<file path="config.mk">
export PLATFORM = sky130hd
export DESIGN_NAME = clr_req_ctrl
export DESIGN_NICKNAME = d
export VERILOG_FILES = /design/src/rtl/clr_req_ctrl_pkg.sv /design/src/rtl/clr_tmo_cnt.sv /design/src/rtl/clr_req_ctrl.sv
export SDC_FILE = /design/constraint.sdc
export NUM_CORES = 1
export LEC_CHECK = 0
export ABC_AREA = 1
export CORE_ASPECT_RATIO = 1.25
export CORE_MARGIN = 2
export CORE_UTILIZATION = 37
export CTS_CLUSTER_SIZE = 20
export DETAILED_ROUTE_END_ITERATION = 8
export PLACE_DENSITY = 0.54
export SLEW_MARGIN = 20
export SYNTH_ARGS = -nofsm -noshare
export SYNTH_HDL_FRONTEND = slang
export SYNTH_HIERARCHICAL = 1
export SYNTH_SLANG_ARGS = --single-unit
</file>
<file path="constraint.sdc">
create_clock -name clk -period 2.1 [get_ports clk]
set_input_delay 0.42 -clock clk [delete_from_list [all_inputs] [get_ports clk]]
set_output_delay 0.42 -clock clk [all_outputs]
set_load 0.01 [all_outputs]
</file>
<file path="src/rtl/clr_req_ctrl_pkg.sv">
// Shared encodings for the clear-request controller: FSM states, error codes
// and the timer width helper.
package clr_req_ctrl_pkg;

    typedef logic [2:0] state_t;

    localparam state_t ST_IDLE       = 3'd0;
    localparam state_t ST_ISSUE      = 3'd1;
    localparam state_t ST_WAIT_PROG  = 3'd2;
    localparam state_t ST_WAIT_CMPLT = 3'd3;
    localparam state_t ST_HOLD       = 3'd4;
    localparam state_t ST_ERR        = 3'd5;

    localparam logic [1:0] ERR_NONE  = 2'd0;
    localparam logic [1:0] ERR_PROG  = 2'd1;
    localparam logic [1:0] ERR_CMPLT = 2'd2;

    // Wide enough to hold both the handshake timeout and the quiesce count.
    function automatic int tmr_width(input int tmo_cyc, input int hold_cyc);
        int max_val;
        max_val = (tmo_cyc > hold_cyc) ? tmo_cyc : hold_cyc;
        return (max_val < 1) ? 1 : $clog2(max_val + 1);
    endfunction

endpackage

</file>
<file path="src/rtl/clr_tmo_cnt.sv">
// Loadable saturating down-counter used as the handshake/quiesce timer.
// Load has priority over decrement; the count never wraps below zero.
module clr_tmo_cnt
    import clr_req_ctrl_pkg::*;
#(
    parameter int W = 8
) (
    input  logic         clk,
    input  logic         rst_n,
    input  logic         i_init_n,
    input  logic         i_load,
    input  logic [W-1:0] i_load_val,
    input  logic         i_dec,
    output logic [W-1:0] o_cnt,
    output logic         o_zero,
    output logic         o_one
);

    logic [W-1:0] r_cnt;

    // NOTE: sequential state uses non-blocking (<=) so every register samples
    // pre-edge values; blocking here would create order-dependent races.
    always_ff @(posedge clk or negedge rst_n) begin
        if (!rst_n) begin
            r_cnt <= '0;
        end else if (!i_init_n) begin
            r_cnt <= '0;
        end else if (i_load) begin
            r_cnt <= i_load_val;
        end else if (i_dec && (r_cnt != '0)) begin
            r_cnt <= r_cnt - W'(1);
        end
    end

    assign o_cnt  = r_cnt;
    assign o_zero = (r_cnt == '0);
    assign o_one  = (r_cnt == W'(1));

endmodule

</file>
<file path="src/rtl/clr_req_ctrl.sv">
// Clear-request controller: issues a clear pulse to a reset synchronizer,
// tracks its in-progress/complete handshake with timeouts, then quiesces.
module clr_req_ctrl
    import clr_req_ctrl_pkg::*;
#(
    parameter int TMO_CYC  = 255,
    parameter int HOLD_CYC = 2
) (
    input  logic       clk,
    input  logic       rst_n,
    input  logic       init_n,
    input  logic       clr_req,
    output logic       clr_ack,
    output logic       clr_s,
    input  logic       clr_in_prog_s,
    input  logic       clr_cmplt_s,
    input  logic       err_clr,
    output logic       busy,
    output logic       pend,
    output logic       done,
    output logic       tmo_err,
    output logic [1:0] err_code
);

    localparam int TMR_W = tmr_width(TMO_CYC, HOLD_CYC);
    localparam logic [TMR_W-1:0] TMO_LD  = TMR_W'(TMO_CYC);
    localparam logic [TMR_W-1:0] HOLD_LD = TMR_W'(HOLD_CYC);

    state_t           r_state;
    logic             r_clr_s;
    logic             r_clr_ack;
    logic             r_pend;
    logic             r_done;
    logic             r_tmo_err;
    logic [1:0]       r_err_code;

    state_t           w_nxt_state;
    logic             w_tmr_ld;
    logic [TMR_W-1:0] w_tmr_ld_val;
    logic             w_tmr_dec;
    logic [TMR_W-1:0] w_tmr_cnt;
    logic             w_tmr_zero;
    logic             w_tmr_one;
    logic             w_tmr_expire;
    logic [1:0]       w_err_code;
    logic             w_pend_nxt;
    logic             w_done_nxt;

    clr_tmo_cnt #(
        .W (TMR_W)
    ) u_tmo_cnt (
        .clk        (clk),
        .rst_n      (rst_n),
        .i_init_n   (init_n),
        .i_load     (w_tmr_ld),
        .i_load_val (w_tmr_ld_val),
        .i_dec      (w_tmr_dec),
        .o_cnt      (w_tmr_cnt),
        .o_zero     (w_tmr_zero),
        .o_one      (w_tmr_one)
    );

    // The timer "reaches 0" on the edge that decrements it from 1.
    assign w_tmr_expire = w_tmr_one | w_tmr_zero;

    // NOTE: every signal written here gets a default first so no path leaves
    // it unassigned, which would otherwise infer a latch.
    always_comb begin
        w_nxt_state  = r_state;
        w_tmr_ld     = 1'b0;
        w_tmr_ld_val = TMO_LD;
        w_err_code   = r_err_code;
        case (r_state)
            ST_IDLE: begin
                if (clr_req) w_nxt_state = ST_ISSUE;
            end
            ST_ISSUE: begin
                w_nxt_state = ST_WAIT_PROG;
                w_tmr_ld    = 1'b1;
            end
            ST_WAIT_PROG: begin
                // A completion seen here means in-progress was missed.
                if (clr_cmplt_s) begin
                    w_nxt_state  = ST_HOLD;
                    w_tmr_ld     = 1'b1;
                    w_tmr_ld_val = HOLD_LD;
                end else if (clr_in_prog_s) begin
                    w_nxt_state = ST_WAIT_CMPLT;
                    w_tmr_ld    = 1'b1;
                end else if (w_tmr_expire) begin
                    w_nxt_state = ST_ERR;
                    w_err_code  = ERR_PROG;
                end
            end
            ST_WAIT_CMPLT: begin
                if (clr_cmplt_s) begin
                    w_nxt_state  = ST_HOLD;
                    w_tmr_ld     = 1'b1;
                    w_tmr_ld_val = HOLD_LD;
                end else if (w_tmr_expire) begin
                    w_nxt_state = ST_ERR;
                    w_err_code  = ERR_CMPLT;
                end
            end
            ST_HOLD: begin
                if (w_tmr_zero) begin
                    w_nxt_state = (r_pend || clr_req) ? ST_ISSUE : ST_IDLE;
                end
            end
            ST_ERR: begin
                if (err_clr) begin
                    w_nxt_state = ST_IDLE;
                    w_err_code  = ERR_NONE;
                end
            end
            default: begin
                w_nxt_state = ST_IDLE;
                w_err_code  = ERR_NONE;
            end
        endcase
    end

    assign w_tmr_dec = !w_tmr_ld && ((r_state == ST_WAIT_PROG) ||
                                     (r_state == ST_WAIT_CMPLT) ||
                                     (r_state == ST_HOLD));

    always_comb begin
        w_pend_nxt = r_pend;
        if ((w_nxt_state == ST_ERR) ||
            ((r_state == ST_HOLD) && (w_nxt_state == ST_ISSUE))) begin
            w_pend_nxt = 1'b0;
        end else if (clr_req && (r_state != ST_IDLE) && (r_state != ST_ERR)) begin
            w_pend_nxt = 1'b1;
        end
    end

    // done lands on the cycle HOLD sees a zero count, including HOLD entry
    // when the quiesce count is zero.
    assign w_done_nxt = (w_nxt_state == ST_HOLD) &&
                        (((r_state != ST_HOLD) && (HOLD_CYC == 0)) ||
                         ((r_state == ST_HOLD) && w_tmr_one));

    always_ff @(posedge clk or negedge rst_n) begin
        if (!rst_n) begin
            r_state    <= ST_IDLE;
            r_clr_s    <= 1'b0;
            r_clr_ack  <= 1'b0;
            r_pend     <= 1'b0;
            r_done     <= 1'b0;
            r_tmo_err  <= 1'b0;
            r_err_code <= ERR_NONE;
        end else if (!init_n) begin
            r_state    <= ST_IDLE;
            r_clr_s    <= 1'b0;
            r_clr_ack  <= 1'b0;
            r_pend     <= 1'b0;
            r_done     <= 1'b0;
            r_tmo_err  <= 1'b0;
            r_err_code <= ERR_NONE;
        end else begin
            r_state    <= w_nxt_state;
            r_clr_s    <= (w_nxt_state == ST_ISSUE);
            r_clr_ack  <= (w_nxt_state == ST_ISSUE);
            r_pend     <= w_pend_nxt;
            r_done     <= w_done_nxt;
            r_tmo_err  <= (w_nxt_state == ST_ERR);
            r_err_code <= (w_nxt_state == ST_ERR) ? w_err_code : ERR_NONE;
        end
    end

    assign clr_s    = r_clr_s;
    assign clr_ack  = r_clr_ack;
    assign pend     = r_pend;
    assign done     = r_done;
    assign tmo_err  = r_tmo_err;
    assign err_code = r_err_code;
    assign busy     = (r_state != ST_IDLE);

endmodule
</file>
# == Word-level counts from Yosys, hierarchy flattened ==
# Cells that the tools add are included.
# op_classes
n_addsub,1
n_eq_ne,19
muxes,34
bitwise,1
n_reduce_logical,19
# ops
operator,n
$mux 8,5
$mux 3,8
$ne 4x4->1 const B,6
$pmux 3 s6,1
$mux 2,8
$eq 3x3->1 const B,4
$mux 1,10
$eq 8x1->1 const B,1
$logic_not 8->1,1
$pmux 2 s4,1
$reduce_bool 8->1,1
$sub 8x1->8 const B,1
$logic_and 1x1->1,7
$reduce_and 7->1,1
$eq 3x1->1 const B,2
$eq 3x2->1 const B,2
$ne 3x1->1 const B,2
$ne 3x3->1 const B,2
$logic_or 1x1->1,4
$logic_not 3->1,1
$pmux 1 s3,1
$reduce_bool 3->1,1
$reduce_or 3->1,1
$reduce_or 2->1,1
other kinds (2),2
# word_totals
register_bits,17
in_bits,7
out_inout_bits,8

# == Longest topological paths before layout ==
# Gate-level depths: netlist of the first run.
# logic_depth
depth_word,11
ltp_mapped,11

# == Hierarchy ==
# The synthesis of the first run kept the hierarchy.
# modules_own_cells
module,instances,cells_per_inst,area_per_inst_um2
clr_tmo_cnt,1,94,615.6
clr_req_ctrl,1,85,583.1

# == Worst setup path after synthesis of the first run ==
# No wires, ideal clock.
# synth_path
kind,register to register
startpoint,reg r_state[1]
endpoint,reg u_tmo_cnt.r_cnt[5] (netlist: u_tmo_cnt/o_cnt[5])
setup_time_ns,0.066
t_arrival_ns,1.646
required_ns,2.034
path_slack_ns,0.388
path_stages_with_launch,10
period_less_slack_ns,1.712
path_cell_list,dfrtp_1 inv_2 nor2_2 nand2_1 nand3_1 a21oi_1 o21ai_4 a21oi_2 nand2_1 nand2_1
# synth_between
elab_chain_len,6
elab_cells_between_ends,15
# synth_rtl
item,line_no,source
from (decl),clr_req_ctrl.sv:29,state_t r_state;
from (signal assigned),clr_req_ctrl.sv:161,r_state <= w_nxt_state;
$eq 3x2->1 / $eq 3x1->1 (equally long branches),clr_req_ctrl.sv:73,case (r_state)
$pmux 1 s3 *,clr_req_ctrl.sv:73,
named net w_tmr_ld,clr_req_ctrl.sv:38,logic w_tmr_ld;
$logic_not 1->1 *,clr_req_ctrl.sv:123,assign w_tmr_dec = !w_tmr_ld && ((r_state == ST_WAIT_PROG) ||
$logic_and 1x1->1 *,clr_req_ctrl.sv:123,
named net w_tmr_dec,clr_req_ctrl.sv:40,logic w_tmr_dec;
$logic_and 1x1->1 *,clr_tmo_cnt.sv:30,end else if (i_dec && (r_cnt != '0)) begin
$ne 3x1->1 (no source line) *,--,
to (signal assigned),clr_tmo_cnt.sv:29,r_cnt <= i_load_val;
to (signal assigned),clr_tmo_cnt.sv:31,r_cnt <= r_cnt - W'(1);
to (decl),clr_tmo_cnt.sv:19,logic [W-1:0] r_cnt;
# Mark *: on every way through the listed nets, which the timed path passes. The rest lies on a longest branch.
# A chain may end at the register's enable or synchronous reset.

# == Final worst setup path of the first run ==
# layout_path
startpoint,reg r_state[1]
endpoint,out busy
# layout_between
elab_chain_len,1
# layout_rtl
item,line_no,source
$reduce_bool 3->1,clr_req_ctrl.sv:177,assign busy = (r_state != ST_IDLE);
to (decl),clr_req_ctrl.sv:18,"output logic busy,"
# No other way between the ends.

==> results.py, run 1 <==
metrics = {
    "floorplanning": {
        "io_pins": 15,
        "rows": 23,
        "die_area_um2": 3714,
        "start_util_pct": 37.87,
        "core_area_um2": 3166,
        "dieHeight_um": 67.64,
        "dieWidth_um": 54.91,
    },
    "power": {
        "ir_drop_v": 0.0005282,
        "power_switching_mw": 0.5875,
        "finalPower_mw": 1.337,
        "combPwrFrac_pct": 47.8,
        "swShare_pct": 43.93,
        "p_leak_nw": 0.7589,
        "pwr-share-seq_pct": 34.2,
        "cellInternalPower_mw": 0.7498,
        "pwr_density_cell_nw_per_um2": 908.9,
        "clkPwrFrac_pct": 18.0,
    },
    "timing": {
        "fin_tns_setup_ps": 0,
        "fmax_ghz": 0.5213,
        "setup_slack_ps": 181.8,
        "setup_violations": 0,
        "skew_ps": 2.879,
        "final_max_slew_viol_count": 0,
        "fin_crit_sh_pct": 91.34,
        "hold_violations": 0,
        "grt_setup_unrepaired": "false",
        "finalCriticalPeriod_ps": 1918,
    },
    "cts": {
        "cts.path.max_buffers": 2,
        "clkSlewWorstSetupHoldPaths_ps": 70,
        "clkSinkCount": 17,
        "numCtsBuffers": 3,
        "cts_setup_buffers": 0,
        "clockRootBuffer": "clkbuf_8",
        "holdBufCountCts": 0,
        "cts_tree": "done",
        "cts_resized": 0,
        "clk_latency_ps": 250,
        "htree_levels": 1,
    },
    "critical_path": {
        "start_kind": "register",
        "arrival_ps": 1500,
        "worst_setup_path_end_kind": "output port",
        "cp.required_ps": 1680,
        "critPathKind": "register to output port",
        "cp_max_fo": 5,
    },
    "route": {
        "first_pass_iters": 4,
        "routedWlPerCell_um": 12.31,
        "drt-total-wl_um": 2943,
        "drc": 0,
        "via_count": 1183,
        "ant_nets": 0,
        "drtIter0Drc": 22,
        "avgViaCountPerCell": 4.950,
    },
    "placed_design": {
        "dpl.hpwl_um": 2402,
        "io_buffers": 14,
        "gp_congestion": 0.8287,
        "place_ws_ps": 28.05,
    },
    "yosys": {
        "synth_top_cell_area_share_pct": 35.49,
        "ys_warn_count": 6,
        "synth_seq_cells": 17,
        "syn_nets": 188,
        "syn_area_per_cell_um2": 6.696,
        "netlist_instances": 179,
        "synth_area_leaders": "dfrtp_1 35%, nand2_1 16%, nand3_1 7.5%",
        "synth-seq-area-share_pct": 35.49,
        "synth_cell_types": 23,
        "yosysTopAreaCell": "dfrtp_1",
        "synthesis.area_um2": 1199,
    },
    "job": {
        "drv_cap": 0,
    },
    "global_routing": {
        "grt_max_degree": 18,
        "overflow": 0,
        "grt_usage_pct": 18.51,
        "antenna_found_initial": 0,
        "grt_pass1_vias": 1167,
        "grt_pass1_wl_um": 4974,
    },
    "layout": {
        "layout.nets": 212,
        "post-route-util_pct": 46.48,
        "drive_gt1_share_pct": 15.35,
        "syn2layout_area_growth_pct": 22.76,
        "num_antenna_cells": 0,
    },
    "status": {
        "outcome": "complete, no violations",
    },
    "min_path": {
        "hp-class": "primary input to asynchronous set/reset pin",
    },
}
worst max-delay path: stages, from the launching register on:
cell	delay, ps
dfrtp_1	460
nor2_1	210
nand2_1	100
clkdlybuf4s50_1	480
cells in the mapped netlist (all sizes together):
cell type and number:
nand4 5, xor2 1, a21oi 10, nor2 31, buf 2, inv 23, nand2 57, ha 2
nor3 1, conb 1, dfrtp 17, o21ai 10, nand3 19
power groups by stage:
stage / logic [mW] / registers [mW] / clock network [mW]
finish: 0.639 / 0.458 / 0.241
global route: 0.735 / 0.465 / 0.268
CTS: 0.643 / 0.459 / 0.251
detailed placement: 0.639 / 0.466 / 0
global placement: 0.636 / 0.463 / 0
floorplan: 0.464 / 0.449 / 0
routing by layer:
| metal | share of wire [%] | track usage (%) | vias to the layer above | wire [um] |
|---|---|---|---|---|
| li1 | - | - | 614 | - |
| met1 | 41 | 19.45 | 548 | 1198 |
| met2 | 55 | 35.86 | 15 | 1604 |
| met3 | 2.6 | 1.991 | 6 | 76 |
| met4 | 2.2 | 7.012 | 0 | 64 |
| met5 | 0 | 0 | - | 0 |
per-stage QoR:
stage	hold WS (ps)	instances	area [um^2]
after global placement	524.9	235	1425
after CTS	494.6	239	1471
final	491.1	239	1471
after global routing	504.2	239	1471
after detailed placement	524.1	235	1425
after floorplan	124.4	179	1199
placed cells by master, fill, tap and decap left out, drive strengths merged:
cell type      count
nand4              5
clkdlybuf4s50     14
xor2               1
a21oi             10
conb               1
nand3             19
o21ai             10
nor3               1
clkbuf             3
clkinv             1
inv               23
ha                 2
nand2             57
dfrtp             17
buf                7
nor2              31
cells by family (layout without fill, tap and decap cells):
group                      after synthesis  after routing  share of synthesized area [%]
adders and majority gates                2              2                          2.087
buffers and inverters                   25             48                          8.247
DFF                                     17             17                          35.49
other                                    1              1                         0.3129
AOI/OAI and AO/OA                       20             20                          9.603
xor gates and xnor gates                 1              1                         0.7308
and+or+nand+nor                        113            113                          43.53
flip-flops by register name, summed over array words and instances, names as in the netlist:
signal           count
done                 1
clr_ack              1
r_state              3
err_code             2
u_tmo_cnt/o_cnt      8
tmo_err              1
pend                 1
final timing paths:
kind	startpoint	to	slack, ps	cells after the start
max reg2reg	u_tmo_cnt/o_cnt[1]	done	270	11
max in group asynchronous	rst_n	done	1410	2
min	rst_n	u_tmo_cnt/o_cnt[6]	490	2
min in group clk	err_code[0]	err_code[0]	540	2
max	r_state[1]	busy	180	3
min reg2reg	err_code[0]	err_code[0]	540	2
layout make-up:
type,instances,area (um^2)
Tap cell,37,46.29
Multi-Input combinational cell,137,674.4
Clock buffer,3,41.29
Timing Repair Buffer,21,192.7
Fill cell,340,1694
Inverter,23,86.33
Clock inverter,1,5.005
Sequential cell,17,425.4
Power figures use the tool's default switching activity.
==> run 2, diff against run 1 <==
--- a/config.mk
+++ b/config.mk
@@ -9,10 +9,11 @@
 export CORE_ASPECT_RATIO = 1.25
 export CORE_MARGIN = 2
 export CORE_UTILIZATION = 37
+export CTS_CLUSTER_DIAMETER = 80
 export CTS_CLUSTER_SIZE = 20
 export DETAILED_ROUTE_END_ITERATION = 8
 export PLACE_DENSITY = 0.54
-export SLEW_MARGIN = 20
+export SLEW_MARGIN = 15
 export SYNTH_ARGS = -nofsm -noshare
 export SYNTH_HDL_FRONTEND = slang
 export SYNTH_HIERARCHICAL = 1
==> results of run 2 <==
Final layout, timing and power as in run 1 (identical DEF).
==> run 3, diff against run 2 <==
--- a/config.mk
+++ b/config.mk
@@ -9,10 +9,12 @@
 export CORE_ASPECT_RATIO = 1.25
 export CORE_MARGIN = 2
 export CORE_UTILIZATION = 37
+export CTS_BUF_LIST = sky130_fd_sc_hd__clkbuf_4
 export CTS_CLUSTER_DIAMETER = 80
 export CTS_CLUSTER_SIZE = 20
 export DETAILED_ROUTE_END_ITERATION = 8
 export PLACE_DENSITY = 0.54
+export RECOVER_POWER = 100
 export SLEW_MARGIN = 15
 export SYNTH_ARGS = -nofsm -noshare
 export SYNTH_HDL_FRONTEND = slang
==> results.py, run 3 (synthesis gave the netlist of run 1 again) <==
metrics = {
    "status": {
        "outcome": "complete, no violations",
    },
    "layout": {
        "final_cell_mix": "53 x nand2_1, 23 x nor2_1, 21 x inv_1",
        "largest_register_ffs": 8,
        "layout.nets": 212,
        "syn2layout_area_growth_pct": 19.52,
        "num_antenna_cells": 0,
        "drive_gt1_share_pct": 13.37,
        "final_common_cell": "nand2_1",
        "num-fill-cells": 338,
    },
    "critical_path": {
        "worst_setup_path_end_kind": "output port",
        "cp.required_ps": 1680,
        "worstReg2RegStart": "u_tmo_cnt/o_cnt[0]",
        "start_kind": "register",
        "reg2reg_to": "done",
        "cp-endpoint": "busy",
        "cp_max_fo": 5,
        "rrSetupSlack_ps": 250,
        "critPathKind": "register to output port",
        "arrival_ps": 1550,
        "r2r_cells": 11,
        "cp-startpoint": "r_state[1]",
    },
    "floorplanning": {
        "start_util_pct": 37.87,
        "die_area_um2": 3714,
        "dieHeight_um": 67.64,
        "core_area_um2": 3166,
        "dieWidth_um": 54.91,
        "rows": 23,
        "io_pins": 15,
    },
    "global_routing": {
        "grt_pass1_wl_um": 4968,
        "grt_usage_pct": 18.60,
        "grt_max_degree": 18,
        "grt_pass1_vias": 1169,
        "overflow": 0,
        "antenna_found_initial": 0,
    },
    "cts": {
        "cts_resized": 0,
        "clockRootBuffer": "clkbuf_4",
        "clkSinkCount": 17,
        "clk_latency_ps": 290,
        "holdBufCountCts": 0,
        "cts.path.max_buffers": 2,
        "numCtsBuffers": 3,
        "clkSlewWorstSetupHoldPaths_ps": 100,
        "cts_tree": "done",
        "cts_setup_buffers": 0,
        "htree_levels": 1,
    },
    "power": {
        "combPwrFrac_pct": 49.6,
        "ir_drop_v": 0.0004865,
        "finalPower_mw": 1.249,
        "p_leak_nw": 0.7695,
        "cellInternalPower_mw": 0.6802,
        "swShare_pct": 45.52,
        "clkPwrFrac_pct": 13.9,
        "pwr-share-seq_pct": 36.5,
        "power_switching_mw": 0.5683,
        "pwr_density_cell_nw_per_um2": 871.5,
    },
    "min_path": {
        "whs_path_depth": 2,
        "hp-class": "register to register",
    },
    "placed_design": {
        "gp_congestion": 0.8287,
        "dpl.hpwl_um": 2402,
        "place_ws_ps": 28.05,
        "io_buffers": 14,
    },
    "route": {
        "via_count": 1194,
        "first_pass_iters": 5,
        "drt-total-wl_um": 2961,
        "avgViaCountPerCell": 4.996,
        "routedWlPerCell_um": 12.39,
        "ant_nets": 0,
        "drc": 0,
        "drtIter0Drc": 30,
    },
    "timing": {
        "hold_violations": 0,
        "grt_setup_unrepaired": "false",
        "setup_violations": 0,
        "final_max_slew_viol_count": 0,
        "fmax_ghz": 0.5069,
        "tightest_slew_ps": 976.2,
        "slew_headroom_pct": 34.92,
        "fin_crit_sh_pct": 93.94,
        "skew_ps": 4.078,
        "setup_slack_ps": 127.3,
        "worst_hold_slack_ps": 545.5,
        "finalCriticalPeriod_ps": 1973,
        "fin_tns_setup_ps": 0,
    },
    "job": {
        "drv_cap": 0,
    },
}
## run 3: metal layers
| layer | GRT usage (%) | wire length (um) | vias up |
|---|---|---|---|
| met5 | 0 | 0 | - |
| met4 | 7.927 | 65 | 0 |
| met3 | 1.991 | 75 | 6 |
| met2 | 35.42 | 1601 | 27 |
| met1 | 19.72 | 1218 | 546 |
| li1 | - | - | 615 |
## run 3: layout make-up
class / instances / area [um^2] / share of cell area, %
Clock buffer: 3 / 22.52 / 1.572
Inverter: 23 / 86.33 / 6.026
Sequential cell: 17 / 425.4 / 29.69
Multi-Input combinational cell: 137 / 658.1 / 45.94
Timing Repair Buffer: 21 / 188.9 / 13.19
Clock inverter: 1 / 5.005 / 0.3493
Tap cell: 37 / 46.29 / 3.231
## run 3: power groups by stage
stage / logic [mW] / registers [mW] / clock network (mW)
floorplan: 0.464 / 0.449 / 0
global placement: 0.636 / 0.463 / 0
detailed placement: 0.639 / 0.466 / 0
CTS: 0.643 / 0.458 / 0.184
global route: 0.715 / 0.464 / 0.205
finish: 0.619 / 0.456 / 0.174
## run 3: worst min-delay path by stage
| stage | slack [ps] | to | startpoint |
|---|---|---|---|
| 4_1_cts | 440 | u_tmo_cnt/o_cnt[4] | rst_n |
| 6_report | 550 | err_code[0] | err_code[0] |
| 3_3_place_gp | 520 | err_code[0] | err_code[0] |
| 2_1_floorplan | 120 | clr_ack | rst_n |
| 3_5_place_dp | 520 | err_code[0] | err_code[0] |
| 5_1_grt | 580 | err_code[0] | err_code[0] |
## run 3: critical path, stage by stage (launching register included)
cell and delay [ps]:
dfrtp_1 470, nor2_1 210, nand2_1 90, clkdlybuf4s50_1 480
## run 3: metrics by stage
step / cell area [um^2] / std cells / utilization, %
floorplan: 1199 / 179 / -
finish: 1433 / 239 / 45.26
detailed placement: 1425 / 235 / 45.02
global placement: 1425 / 235 / 45.02
CTS: 1453 / 239 / 45.89
global route: 1433 / 239 / 45.26
